**config.mk**
```make
export PLATFORM = sky130hd
export DESIGN_NAME = half_adder_unit
export DESIGN_NICKNAME = d
export VERILOG_FILES = /design/src/rtl/half_adder_pkg.sv /design/src/rtl/half_adder_sat_counter.sv /design/src/rtl/half_adder_unit.sv
export SDC_FILE = /design/constraint.sdc
export NUM_CORES = 1
export LEC_CHECK = 0
export CAP_MARGIN = 20
export CELL_PAD_IN_SITES_DETAIL_PLACEMENT = 1
export CELL_PAD_IN_SITES_GLOBAL_PLACEMENT = 1
export CORE_MARGIN = 3
export CORE_UTILIZATION = 34
export CTS_BUF_LIST = sky130_fd_sc_hd__clkbuf_4
export DETAILED_ROUTE_END_ITERATION = 7
export MAX_ROUTING_LAYER = met4
export PLACE_DENSITY = 0.83
export SLEW_MARGIN = 20
export SYNTH_ARGS = -nofsm -noshare
export SYNTH_HDL_FRONTEND = slang
export SYNTH_HIERARCHICAL = 1
export SYNTH_SLANG_ARGS = --single-unit
```
**constraint.sdc**
```tcl
create_clock -name clk -period 1.83 [get_ports clk]
set_input_delay 0.366 -clock clk [delete_from_list [all_inputs] [get_ports clk]]
set_output_delay 0.366 -clock clk [all_outputs]
set_load 0.03 [all_outputs]
```
**src/rtl/half_adder_pkg.sv**
```systemverilog
// ---------------------------------------------------------------------------
// half_adder_pkg
// Shared definitions for the half_adder_unit slice.
//   DEFAULT_WIDTH / DEFAULT_CNT_W : default lane count and counter width
//   ha_result_t                   : per-lane result {sum, carry}
//   ha_bit(a, b)                  : single-bit half adder returning ha_result_t
// ---------------------------------------------------------------------------
package half_adder_pkg;

    localparam int DEFAULT_WIDTH = 1;
    localparam int DEFAULT_CNT_W = 16;

    typedef struct packed {
        logic sum;
        logic carry;
    } ha_result_t;

    // One lane of the adder: XOR gives the sum, AND gives the carry.
    function automatic ha_result_t ha_bit(input logic a, input logic b);
        ha_result_t res;
        res.sum   = a ^ b;
        res.carry = a & b;
        return res;
    endfunction

endpackage

```
**src/rtl/half_adder_sat_counter.sv**
```systemverilog
// ---------------------------------------------------------------------------
// sat_counter
// CNT_W-bit up counter that sticks at its all-ones value instead of wrapping.
// Ports:
//   clk   : rising-edge clock
//   rst_n : asynchronous active-low reset, clears count
//   inc   : count up by one on this edge (ignored once saturated)
//   clr   : synchronous clear, wins over inc
//   count : current counter value
// ---------------------------------------------------------------------------
module sat_counter #(
    parameter int CNT_W = 16
) (
    input  logic             clk,
    input  logic             rst_n,
    input  logic             inc,
    input  logic             clr,
    output logic [CNT_W-1:0] count
);

    // Clear has priority; increments stop once every bit is set so the
    // value never rolls back over to zero.
    always_ff @(posedge clk or negedge rst_n) begin
        if (!rst_n) begin
            count <= '0;
        end else if (clr) begin
            count <= '0;
        end else if (inc && (count != {CNT_W{1'b1}})) begin
            count <= count + 1'b1;
        end
    end

endmodule

```
**src/rtl/half_adder_unit.sv**
```systemverilog
// ---------------------------------------------------------------------------
// half_adder_unit
// WIDTH independent half-adder lanes plus a saturating count of accepted
// transfers that produced at least one carry.
//
// Build option: define HALF_ADDER_OUT_REG_EN to register sum/carry/out_valid
// (1-cycle latency, reset to 0). Without it the data path is combinational
// and out_valid follows in_valid directly.
//
// Ports:
//   clk       : rising-edge clock
//   rst_n     : asynchronous active-low reset
//   in_valid  : qualifies a/b
//   a, b      : WIDTH-bit addends, lane i = bit i
//   sum       : per-lane a ^ b
//   carry     : per-lane a & b
//   out_valid : qualifies sum/carry
//   carry_cnt : saturating count of valid transfers with any carry set
//   cnt_clr   : synchronous clear of carry_cnt
// ---------------------------------------------------------------------------
module half_adder_unit
    import half_adder_pkg::*;
#(
    parameter int WIDTH = DEFAULT_WIDTH,
    parameter int CNT_W = DEFAULT_CNT_W
) (
    input  logic             clk,
    input  logic             rst_n,
    input  logic             in_valid,
    input  logic [WIDTH-1:0] a,
    input  logic [WIDTH-1:0] b,
    output logic [WIDTH-1:0] sum,
    output logic [WIDTH-1:0] carry,
    output logic             out_valid,
    output logic [CNT_W-1:0] carry_cnt,
    input  logic             cnt_clr
);

    logic [WIDTH-1:0] lane_sum;
    logic [WIDTH-1:0] lane_carry;
    logic             carry_event;

    // Each lane is evaluated in isolation, so an unknown on one input bit
    // cannot leak into any other lane.
    for (genvar i = 0; i < WIDTH; i++) begin : g_lane
        ha_result_t lane_res;
        assign lane_res      = ha_bit(a[i], b[i]);
        assign lane_sum[i]   = lane_res.sum;
        assign lane_carry[i] = lane_res.carry;
    end

    // The counter looks at the input side so both builds count the same
    // events on the same edge.
    assign carry_event = in_valid && (|lane_carry);

    sat_counter #(
        .CNT_W (CNT_W)
    ) u_carry_counter (
        .clk   (clk),
        .rst_n (rst_n),
        .inc   (carry_event),
        .clr   (cnt_clr),
        .count (carry_cnt)
    );

`ifdef HALF_ADDER_OUT_REG_EN
    // Results are captured only on valid edges; an idle edge drops
    // out_valid but leaves the last sum/carry visible.
    always_ff @(posedge clk or negedge rst_n) begin
        if (!rst_n) begin
            sum       <= '0;
            carry     <= '0;
            out_valid <= 1'b0;
        end else if (in_valid) begin
            sum       <= lane_sum;
            carry     <= lane_carry;
            out_valid <= 1'b1;
        end else begin
            out_valid <= 1'b0;
        end
    end
`else
    assign sum       = lane_sum;
    assign carry     = lane_carry;
    assign out_valid = in_valid;
`endif

endmodule

```
==> run_results.csv <==
group,metric,value,unit
synthesis,yosys_most_used_dff,"dfrtp_1",
pwr,intPower,0.0004915,W
pwr,pwr-share-seq,0.541,
die,pin_count,25,
synthesis,synth_warnings,6,
global_routing,grtUsageTotal,0.2259,
layout,final_common_cell,"buf_4",
setup_path,worstSetupEndpointType,"flip-flop",
setup_path,critPathLaunchType,"flip-flop",
run,maxCapViolations,0,
synthesis,synth_top_family_by_area,"simple AND/OR/NAND/NOR gates",
sta,period_minus_slack,1.852,ns
die,die_h,59.37,µm
layout,final_cell_area,1558,µm²
die,rows,18,
pwr,switching_share,0.2544,
clock_tree,postCtsHoldBufs,0,
synthesis,synthAdderAreaFrac,0.02584,
routing,drt_iter0_drc,33,
setup_path,worstPathArrival,2.07,ns
clock_tree,insertion_delay,0.29,ns
routing,post_drt_via_cell_ratio,6.016,
die,design.core.area,2590,µm²
sta,setup_viol,5,
setup_path,required,2.05,ns
sta,worst_slew_pin_slew,0.4690,ns
layout,layout_common_cells,"buf_4 (33), dfrtp_1 (14), dlygate4sd2_1 (13)",
pwr,p_leak,0.7568,nW
global_routing,grt_overflow,0,
layout,top_regs,"u_carry_counter/count (16)",
sta,clock.fmax,540.1,MHz
synthesis,muxShareOfSynthArea,0.04651,
synthesis,syn_avg_cell_area,9.588,µm²
clock_tree,cts_made_buffers,3,
synthesis,async_flop_share,1.000,
clock_tree,cts_max_level,1,
synthesis,syn_nets,109,
setup_path,path_max_fanout,7,
sta,drv_slew,0,
synthesis,yosysUniqueCellTypes,30,
setup_path,r2r-start,"u_carry_counter/count[0]",
synthesis,synth_compound_area_frac,0.1576,
setup_path,reg2reg_depth,6,
sta,slew_headroom,0.6864,
hold_path,hp-class,"in -> async",
pwr,p_comb_frac,0.131,
routing,antenna_left,0,
layout,area_delta_synth_final,60.85,%
sta,finClkSkew,0.002591,ns
pwr,ir_drop,0.0002865,V
die,die_w,59.37,µm
setup_path,r2r_slack,-0.02,ns
setup_path,r2r-end,"u_carry_counter/count[3]",
pwr,netSwitchingPower,0.0001677,W
run_status,run_status,"complete, but fails checks",
clock_tree,clock_path_buffers,2,
routing,routed_wl,3817,µm
routing,dr.pass1.iters,4,
synthesis,ys_seq_area_frac,0.4134,
layout,final_nets,163,
sta,finalWorstSetupSlack,-0.02153,ns
synthesis,synth-simple-area-share,0.3101,
synthesis,synth-seq-cells,16,
synthesis,synth_xor_area_frac,0,
synthesis,syn_inst,101,
clock_tree,cts_tree,"yes",
routing,vias,1107,
die,die_area,3525,µm²
sta,rsz0062_at_grt,"yes",
clock_tree,ctsRootBufferMaster,"clkbuf_4",
global_routing,grt_pass1_wl,5837,µm
pwr,p_clk_frac,0.329,
die,initial_core_util,0.3739,
synthesis,synth_edf_count,0,
placed_design,post_dp_cell_area,1428,µm²
placed_design,place.gp.congestion,0.8092,
placed_design,port_buffers,24,
pwr,p_per_area,423.2,nW/µm²
layout,n_antenna_cell,0,
global_routing,grt_pass1_vias,1181,
placed_design,pre_cts_slack,-0.4225,ns
routing,wire_per_inst,20.74,µm
run_status,violations,"setup timing",
clock_tree,clock-sinks,16,
layout,max_flop_register,"u_carry_counter/count",
clock_tree,path_clk_slew,0.10,ns
placed_design,dp_hpwl,2517,µm
sta,finalHoldViolations,0,
setup_path,criticalPathCategory,"reg -> reg",
sta,fin_crit_sh,1.012,
global_routing,grt_max_degree,17,
global_routing,grt_antenna_before_repair,0,
routing,drc_errors,0,
layout,drive_gt1_frac,0.4091,
synthesis,synth_area,968.4,µm²
layout,largest_reg_flops,16,
## worst max-delay path, stage by stage (launching register included)
cell     delay (ns)
dfrtp_2        0.45
ha_4           0.18
nand4_2        0.11
nor4_4         0.07
buf_4          0.17
or4_2          0.62
a21oi_2        0.17
## synth_stat cells, drive strengths merged, types with 4 or more instances
| master | number | area, µm² |
|---|---|---|
| o21ai | 4 | 20.01 |
| a21oi | 11 | 55.05 |
| nand2 | 6 | 22.52 |
| mux2 | 4 | 45.04 |
| nor2 | 4 | 15.01 |
| clkbuf | 4 | 15.01 |
| or4 | 7 | 55.06 |
| nor2b | 4 | 25.02 |
| dfrtp | 16 | 400.4 |
| nand4 | 7 | 50.05 |
| nor4 | 5 | 46.29 |
| o31ai | 7 | 52.55 |
## kinds of logic (layout without fill, tap and decap cells)
| logic type | Yosys count | in the layout |
|---|---|---|
| simple gates | 46 | 46 |
| mux | 4 | 4 |
| buf+inv | 9 | 62 |
| fa+ha+maj | 2 | 2 |
| compound gates | 24 | 24 |
| flops | 16 | 16 |
## worst max-delay path by stage
stage	slack [ns]	cells after the start	from	to
floorplan	0.02	6	a	u_carry_counter/count[3]
CTS	0.001	2	u_carry_counter/count[15]	carry_cnt[15]
detailed placement	-0.42	7	a	u_carry_counter/count[13]
global placement	-0.34	7	a	u_carry_counter/count[11]
finish	-0.02	6	u_carry_counter/count[0]	u_carry_counter/count[3]
global route	-0.05	6	u_carry_counter/count[0]	u_carry_counter/count[3]
## power by group through the flow
stage,registers (W),clock network (W),logic (W)
after detailed placement,0.000363,0,0.0000834
after global placement,0.000362,0,0.0000795
after global routing,0.000357,0.000243,0.0000937
final,0.000357,0.000217,0.0000861
after CTS,0.000356,0.000226,0.0000851
after floorplan,0.000366,0,0.0000344
## repair_timing
action | 4_1_cts | 5_1_grt
pin swaps | 2 | 4
setup endpoints to repair | 24 | 12
gates resized for setup | 23 | 9
buffers inserted | 5 | 0
## final cells by class
type                       instances  area, µm²
tap                               30      37.54
inverter                           3      11.26
fill                             301       1032
multi-input combinational         76      606.8
sequential                        16      402.9
clock buffer                       4      30.03
timing repair buffer              55      469.2
## metrics by stage
step	utilization	hold slack, ns	setup TNS [ns]	cells	power, W
finish	0.6014	0.3974	-0.05218	184	0.0006593
global route	0.6014	0.4097	-0.2239	184	0.0006934
CTS	0.5879	0.3913	0	184	0.0006679
detailed placement	0.5512	0.6408	-4.921	175	0.0004460
global placement	0.5512	0.6348	-3.923	175	0.0004420
floorplan	-	0.07041	0	101	0.0004005
## metal layers
metal / wire length, µm / GRT usage / part of all wire / up-vias
li1: - / - / - / 496
met1: 1609 / 0.2722 / 0.42 / 571
met2: 2013 / 0.4025 / 0.53 / 34
met4: 59 / 0.06149 / 0.015 / 0
met5: 0 / - / 0 / -
met3: 135 / 0.01525 / 0.035 / 6
No activity file was read; power rests on OpenSTA's default activity.
